$ cat src/rtl/dm_arbiter_pkg.sv
// dm_arbiter_pkg: shared encodings for the data-memory arbiter.
//   - store-width (WE) encodings driven toward the data memory
//   - load-type (LdType) encodings driven toward the data memory
//   - arbiter FSM state enum
//   - saturating counter helper
package dm_arbiter_pkg;

    localparam logic [1:0] WE_NONE = 2'b00;
    localparam logic [1:0] WE_WORD = 2'b01;
    localparam logic [1:0] WE_HALF = 2'b10;
    localparam logic [1:0] WE_BYTE = 2'b11;

    localparam logic [2:0] LD_W  = 3'b000;
    localparam logic [2:0] LD_H  = 3'b001;
    localparam logic [2:0] LD_HU = 3'b010;
    localparam logic [2:0] LD_B  = 3'b011;
    localparam logic [2:0] LD_BU = 3'b100;

    // State records the last winner; D_LOCK is an owned D burst.
    typedef enum logic [1:0] {
        ST_IDLE   = 2'b00,
        ST_C_OWN  = 2'b01,
        ST_D_OWN  = 2'b10,
        ST_D_LOCK = 2'b11
    } arb_state_t;

    // Increment a 4-bit counter, holding it at lim once reached.
    function automatic logic [3:0] sat_inc4(input logic [3:0] v, input logic [3:0] lim);
        logic [3:0] r;
        if (v >= lim) begin
            r = lim;
        end else begin
            r = v + 4'd1;
        end
        return r;
    endfunction

endpackage

$ cat src/rtl/dm_arbiter_align_chk.sv
// dm_align_chk: combinational natural-alignment check of one access.
// Ports:
//   we        in  2  store width (00 = not a store, so ld applies)
//   ld        in  3  load type, only meaningful when we = 00
//   addr_lo   in  2  byte address bits [1:0]
//   misalign  out 1  word access not 4-aligned or half access not 2-aligned
module dm_align_chk
    import dm_arbiter_pkg::*;
(
    input  logic [1:0] we,
    input  logic [2:0] ld,
    input  logic [1:0] addr_lo,
    output logic       misalign
);

    // A nonzero store width overrides the load type when both are present.
    always_comb begin
        misalign = 1'b0;
        case (we)
            WE_WORD: misalign = (addr_lo != 2'b00);
            WE_HALF: misalign = addr_lo[0];
            WE_BYTE: misalign = 1'b0;
            default: begin
                case (ld)
                    LD_W:        misalign = (addr_lo != 2'b00);
                    LD_H, LD_HU: misalign = addr_lo[0];
                    default:     misalign = 1'b0;
                endcase
            end
        endcase
    end

endmodule

$ cat src/rtl/dm_arbiter.sv
// dm_arbiter: arbitrates the single-cycle data memory between the CPU MEM
// stage (port C) and a loader/DMA master (port D).
// Grants are combinational from req and registered state; the granted port's
// fields drive the memory directly and the response (rvalid/rport/rdata/rerr)
// is registered, one cycle after the grant.
// Configuration macro: DM_ARB_ROUND_ROBIN_EN -- when defined, a C/D tie outside
// a lock goes to the port that did not win last; otherwise C has fixed
// priority and D is protected only by the starvation force.
// Ports:
//   CLK, RESET               clock, synchronous active-high reset
//   c_req/c_we/c_ld/c_addr/c_wdata/c_pc   CPU request fields
//   d_req/d_we/d_ld/d_addr/d_wdata/d_lock DMA request fields, burst lock
//   c_gnt/d_gnt/c_stall      grant per port, MEM-stage stall
//   rvalid/rport/rdata/rerr  registered response
//   dm_we/dm_ld/dm_pc/dm_addr/dm_wd  memory-side drive
//   dm_rd                    memory read data (already extended per dm_ld)
module dm_arbiter
    import dm_arbiter_pkg::*;
#(
    parameter int MAX_BURST    = 4,
    parameter int STARVE_LIMIT = 8
) (
    input  logic        CLK,
    input  logic        RESET,
    input  logic        c_req,
    input  logic [1:0]  c_we,
    input  logic [2:0]  c_ld,
    input  logic [31:0] c_addr,
    input  logic [31:0] c_wdata,
    input  logic [31:0] c_pc,
    input  logic        d_req,
    input  logic [1:0]  d_we,
    input  logic [2:0]  d_ld,
    input  logic [31:0] d_addr,
    input  logic [31:0] d_wdata,
    input  logic        d_lock,
    output logic        c_gnt,
    output logic        d_gnt,
    output logic        c_stall,
    output logic        rvalid,
    output logic        rport,
    output logic [31:0] rdata,
    output logic        rerr,
    output logic [1:0]  dm_we,
    output logic [2:0]  dm_ld,
    output logic [31:0] dm_pc,
    output logic [31:0] dm_addr,
    output logic [31:0] dm_wd,
    input  logic [31:0] dm_rd
);

    localparam logic [3:0] MAX_BURST_C    = 4'(MAX_BURST);
    localparam logic [3:0] STARVE_LIMIT_C = 4'(STARVE_LIMIT);

    arb_state_t  state_r;
    logic [3:0]  burst_cnt_r;
    logic [3:0]  starve_cnt_r;
    logic        c_first_r;   // one-shot C priority right after a lock ends

    logic        c_win_s;
    logic        d_win_s;
    logic        force_d_s;
    logic        c_gnt_s;
    logic        d_gnt_s;
    logic        any_gnt_s;
    logic        misalign_s;
    logic [1:0]  sel_we_s;
    logic [2:0]  sel_ld_s;
    logic [31:0] sel_pc_s;
    logic [31:0] sel_addr_s;
    logic [31:0] sel_wd_s;

    logic        rvalid_r;
    logic        rport_r;
    logic        rerr_r;
    logic [31:0] rdata_r;

    // Choose the winner: lock ownership, then starvation force, then C, then D.
    always_comb begin
        c_win_s   = 1'b0;
        d_win_s   = 1'b0;
        force_d_s = d_req & (starve_cnt_r == STARVE_LIMIT_C);
        case (state_r)
            ST_D_LOCK: begin
                if (d_req) begin
                    d_win_s = 1'b1;
                end else if (c_req) begin
                    c_win_s = 1'b1;
                end else begin
                    d_win_s = 1'b0;
                end
            end
            default: begin
                if (force_d_s) begin
                    d_win_s = 1'b1;
                end else if (c_req & d_req) begin
                    if (c_first_r) begin
                        c_win_s = 1'b1;
`ifdef DM_ARB_ROUND_ROBIN_EN
                    end else if (state_r == ST_C_OWN) begin
                        d_win_s = 1'b1;
`endif
                    end else begin
                        c_win_s = 1'b1;
                    end
                end else if (c_req) begin
                    c_win_s = 1'b1;
                end else if (d_req) begin
                    d_win_s = 1'b1;
                end else begin
                    d_win_s = 1'b0;
                end
            end
        endcase
    end

    // No grant may issue while reset is held, so nothing commits in that cycle.
    assign c_gnt_s   = c_win_s & ~RESET;
    assign d_gnt_s   = d_win_s & ~RESET;
    assign any_gnt_s = c_gnt_s | d_gnt_s;

    // Route the granted port's fields to the memory; zero when idle.
    always_comb begin
        sel_we_s   = WE_NONE;
        sel_ld_s   = LD_W;
        sel_pc_s   = 32'h0;
        sel_addr_s = 32'h0;
        sel_wd_s   = 32'h0;
        if (c_gnt_s) begin
            sel_we_s   = c_we;
            sel_ld_s   = c_ld;
            sel_pc_s   = c_pc;
            sel_addr_s = c_addr;
            sel_wd_s   = c_wdata;
        end else if (d_gnt_s) begin
            sel_we_s   = d_we;
            sel_ld_s   = d_ld;
            sel_pc_s   = 32'h0;
            sel_addr_s = d_addr;
            sel_wd_s   = d_wdata;
        end else begin
            sel_we_s   = WE_NONE;
        end
    end

    dm_align_chk u_align (
        .we       (sel_we_s),
        .ld       (sel_ld_s),
        .addr_lo  (sel_addr_s[1:0]),
        .misalign (misalign_s)
    );

    assign c_gnt   = c_gnt_s;
    assign d_gnt   = d_gnt_s;
    assign c_stall = c_req & ~c_gnt_s & ~RESET;
    assign dm_we   = misalign_s ? WE_NONE : sel_we_s;
    assign dm_ld   = sel_ld_s;
    assign dm_pc   = sel_pc_s;
    assign dm_addr = sel_addr_s;
    assign dm_wd   = sel_wd_s;

    // Arbiter FSM: track last winner, lock bursts and post-lock C priority.
    always_ff @(posedge CLK) begin
        if (RESET) begin
            state_r     <= ST_IDLE;
            burst_cnt_r <= 4'd0;
            c_first_r   <= 1'b0;
        end else begin
            case (state_r)
                ST_D_LOCK: begin
                    // Leave on lock release or when this grant fills the burst.
                    if (~d_lock | (d_gnt_s & ((burst_cnt_r + 4'd1) >= MAX_BURST_C))) begin
                        state_r     <= ST_C_OWN;
                        burst_cnt_r <= 4'd0;
                        c_first_r   <= 1'b1;
                    end else if (d_gnt_s) begin
                        burst_cnt_r <= burst_cnt_r + 4'd1;
                    end else begin
                        burst_cnt_r <= burst_cnt_r;
                    end
                end
                default: begin
                    if (d_gnt_s & d_lock) begin
                        // A one-beat burst is already complete on entry.
                        if (MAX_BURST_C <= 4'd1) begin
                            state_r     <= ST_C_OWN;
                            burst_cnt_r <= 4'd0;
                            c_first_r   <= 1'b1;
                        end else begin
                            state_r     <= ST_D_LOCK;
                            burst_cnt_r <= 4'd1;
                            c_first_r   <= 1'b0;
                        end
                    end else if (d_gnt_s) begin
                        state_r   <= ST_D_OWN;
                        c_first_r <= 1'b0;
                    end else if (c_gnt_s) begin
                        state_r   <= ST_C_OWN;
                        c_first_r <= 1'b0;
                    end else begin
                        state_r   <= state_r;
                    end
                end
            endcase
        end
    end

    // Starvation counter and the registered response to the winner.
    always_ff @(posedge CLK) begin
        if (RESET) begin
            starve_cnt_r <= 4'd0;
            rvalid_r     <= 1'b0;
            rport_r      <= 1'b0;
            rerr_r       <= 1'b0;
            rdata_r      <= 32'h0;
        end else begin
            if (d_gnt_s) begin
                starve_cnt_r <= 4'd0;
            end else if (d_req) begin
                starve_cnt_r <= sat_inc4(starve_cnt_r, STARVE_LIMIT_C);
            end else begin
                starve_cnt_r <= starve_cnt_r;
            end
            rvalid_r <= any_gnt_s;
            rport_r  <= d_gnt_s;
            rerr_r   <= misalign_s;
            // Stores, misaligned accesses and idle cycles return zero data.
            if (any_gnt_s & ~misalign_s & (sel_we_s == WE_NONE)) begin
                rdata_r <= dm_rd;
            end else begin
                rdata_r <= 32'h0;
            end
        end
    end

    assign rvalid = rvalid_r;
    assign rport  = rport_r;
    assign rerr   = rerr_r;
    assign rdata  = rdata_r;

endmodule
$ cat config.mk
export PLATFORM = sky130hd
export DESIGN_NAME = dm_arbiter
export DESIGN_NICKNAME = d
export VERILOG_FILES = /design/src/rtl/dm_arbiter_pkg.sv /design/src/rtl/dm_arbiter_align_chk.sv /design/src/rtl/dm_arbiter.sv
export SDC_FILE = /design/constraint.sdc
export NUM_CORES = 1
export LEC_CHECK = 0
export BUFFER_PORTS_ARGS = -buffer_cell sky130_fd_sc_hd__clkbuf_2
export CAP_MARGIN = 25
export CORE_AREA = 2 2 135 137
export DETAILED_ROUTE_END_ITERATION = 7
export DIE_AREA = 0 0 137 139
export PLACE_DENSITY = 0.55
export SLEW_MARGIN = 20
export SYNTH_ARGS = -nofsm -noshare
export SYNTH_HDL_FRONTEND = slang
export SYNTH_SLANG_ARGS = --single-unit
$ cat constraint.sdc
create_clock -name CLK -period 2.8 [get_ports CLK]
set_clock_uncertainty 0.15 [all_clocks]
set_input_delay 0.14 -clock CLK [delete_from_list [all_inputs] [get_ports CLK]]
set_output_delay 0.14 -clock CLK [all_outputs]
set_load 0.005 [all_outputs]
==> summary.txt <==
Status
  • Status: completed

Layout
  • Fraction of layout cells with a size suffix above 1: 60.9%
  • Area Overhead vs Synth: 90.8%
  • Reg area: 901 um2
  • # fillers: 1,914
  • Fin nets: 862
  • Fin cells: 884
  • Post-route cell area: 5100 um2
  • Area occupied by multi-input gates: 1630 um2

Clock network
  • Clk buf depth: 2
  • CTS buffer count: 5
  • PostCTS Resize Cnt: 0
  • Post-CTS Setup Inserts: 0
  • Worst-Skew Late Latency: 280 ps
  • Number of H-tree levels: 2
  • CTS tree: built
  • # clock sinks: 45
  • CTS Hold Bufs: 32
  • Clock-pin slew on the worst setup and hold paths: 60 ps
  • Root Buffer: clkbuf_16

Placed design
  • DP Area: 4610 um2
  • Placed Cells: 842
  • HPWL after detailed placement: 12.2 mm
  • Final GP Congestion: 0.820
  • Port bufs: 345

Pwr
  • Switching share of total power: 25.5%
  • Clk pwr share: 35.8%
  • Lkg Pwr: 2.83 nW
  • Int Pwr: 0.00142 W
  • Switching power: 0.000484 W
  • Worst vdd ir: 0.300 mV
  • Pwr Density: 372 nW/um2
  • Sequential Power Share: 35.9%
  • Comb power frac: 28.3%

Logic synthesis
  • Synth cell types: 50
  • Yosys top cell area share: 33.7%
  • Commonest cells post-synth: a22o_1 (62), dfxtp_1 (45), and2_1 (36)
  • Mean Syn Cell Area: 9.29 um2
  • Synth area leader: dfxtp_1
  • Most common cell in the netlist: a22o_1
  • Main combinational cell family by area after synthesis: compound AO/OA/AOI/OAI gates
  • Xor and xnor area share after synthesis: 0%
  • Post-synthesis sequential area ratio: 33.7%
  • FF+latch count, synth: 45
  • Post-synth design cell area: 2680 um2
  • Number of synthesized flops with an enable pin: 0
  • Area contributors post-synth: dfxtp_1 (34%), a22o_1 (20%), and2_4 (9.8%)
  • Cell count after synthesis: 288
  • Synth Area in Compound Gates: 31.7%
  • Simple-Gate Fraction of Synth Area: 27.3%
  • Post-synthesis adder-cell area fraction: 1.40%
  • Synth Warn #: 0
  • Primary FF master, synth: dfxtp_1
  • Async SR Flop Fraction: 0%
  • Syn nets: 498
  • Mux cell area share after synthesis: 0.421%

Die
  • Die height: 139 um
  • Die area: 19,000 um2
  • Row count: 49
  • Initial Util: 15.2%
  • Core Area: 17,700 um2
  • I/O Pins: 346
  • Die Span X: 137 um

STA
  • FMAX: 376 MHz
  • Setup TNS: 0 ps
  • Worst slew pin tran: 655 ps
  • Crit path time final: 2660 ps
  • Final Cycle Share: 95.0%
  • Endpoints failing setup: 0
  • Hold WS: 87.6 ps
  • Pins Over Slew Limit: 0
  • Unrepaired setup endpoints after global routing: false
  • Headroom to the max-slew limit: 56.3%
  • Fin. Hold Viols: 0

Global routing
  • Final global-route overflow total: 0
  • Pin count of the biggest net entering global routing: 96
  • Total track usage: 13.9%
  • Vias in the first global route: 3,421
  • First-pass GRT wire length: 19.9 mm
  • Initial antenna violation count: 2

Setup path
  • Max stage delay on crit path: 390 ps
  • Worst path required time: 2510 ps
  • Slowest cell on the critical path: dfxtp_1
  • WP buf/inv: 3
  • Largest delay share family, worst path: simple AND/OR/NAND/NOR gates
  • Cell Chain, Critical Path: inv_1 -> ha_1 -> and3b_2 -> o21ai_4 -> inv_2 -> and2_1 -> o32ai_2 -> nor3b_1 -> clkbuf_2
  • Worst setup SP type: register
  • Reg2reg start: starve_cnt_r[0]
  • R2R cell count: 9
  • Critical path arrival: 2370 ps
  • Worst-path fanout max: 5
  • Worst Setup SP: starve_cnt_r[0]
  • Worst path depth: 9
  • Critical Path Sink Type: primary output
  • Kind of critical path: reg2out

Flow run
  • Max-Cap Viols: 0

Min path
  • Worst hold start: RESET
  • Hold Path Class: in2reg
  • Worst Hold Depth: 2

Drt
  • Via count: 3,587
  • Post-detailed-route wirelength per cell: 16.6 um
  • Routed wire length: 14.6 mm
  • Drt via density: 4.06
  • Pre-antenna DRT Iters: 4
  • Initial DRC count: 82
  • Routed Antenna Nets: 0
  • DRC violations left: 0
logic make-up after synthesis:
kind of cell / after synthesis
multiplexers: 1
flip-flops: 45
AO/OA/AOI/OAI: 100
adder cells (fa/ha/maj): 3
buffers and inverters: 31
AND/OR/NAND/NOR: 108
worst paths after layout:
| kind | slack [ps] | end |
|---|---|---|
| min reg2reg | 340 | burst_cnt_r[3] |
| min | 90 | state_r[0] |
| max | 140 | dm_we[1] |
| max reg2reg | 250 | rdata[27] |
per-layer routing:
| metal | wire length, um | GRT usage [%] | part of all wire, % | vias to the layer above |
|---|---|---|---|---|
| li1 | - | - | - | 1779 |
| met3 | 1490 | 3.91 | 10 | 8 |
| met5 | 13 | 0 | 0.089 | - |
| met1 | 5780 | 16.0 | 40 | 1616 |
| met2 | 7190 | 25.1 | 49 | 182 |
| met4 | 155 | 2.98 | 1.1 | 2 |
cells in the final DEF, fill, tap and decap left out, types with 2 or more instances in the layout:
cell type / instances
a21o_1: 2
a21oi_1: 10
a22o_1: 62
a2bb2oi_1: 2
a32oi_1: 2
and2_1: 36
and2_4: 30
and4_1: 2
buf_4: 2
clkbuf_16: 5
clkbuf_2: 345
dfxtp_1: 45
diode_2: 2
dlygate4sd3_1: 32
ha_1: 3
inv_1: 6
inv_2: 2
nand2_1: 7
nand3_1: 4
nand3b_1: 3
nand4_1: 2
nor2_1: 10
nor2b_1: 2
nor3b_1: 4
o211ai_1: 2
o21ai_0: 4
sequential cells by signal, indices dropped and copies added (netlist names):
register	count
rport	1
state_r	2
rerr	1
burst_cnt_r	4
rdata	32
starve_cnt_r	4
rvalid	1
power groups by stage:
| stage | logic [W] | registers, W | clock network, W |
|---|---|---|---|
| finish | 0.000538 | 0.000682 | 0.000681 |
| CTS | 0.000542 | 0.000682 | 0.000704 |
| floorplan | 0.000206 | 0.000697 | 0 |
| detailed placement | 0.000504 | 0.000696 | 0 |
| global route | 0.000583 | 0.000685 | 0.000728 |
| global placement | 0.000504 | 0.000696 | 0 |
cell type report:
| type | instances | area share, % |
|---|---|---|
| Clock inverter | 1 | 0.588 |
| Tap cell | 229 | 5.61 |
| Antenna cell | 2 | 0.0980 |
| Inverter | 8 | 0.588 |
| Clock buffer | 7 | 2.79 |
| Multi-Input combinational cell | 212 | 31.9 |
| Sequential cell | 45 | 17.6 |
| Timing Repair Buffer | 380 | 40.8 |
per-stage QoR:
stage               power, W  setup slack [ps]  utilization (%)
floorplan           0.000903               388                -
global placement     0.00120               313             26.1
detailed placement   0.00120               262             26.1
CTS                  0.00193               112             28.9
global route         0.00200              11.1             28.9
finish               0.00190               140             28.9
No activity file was read; power rests on OpenSTA's default activity.
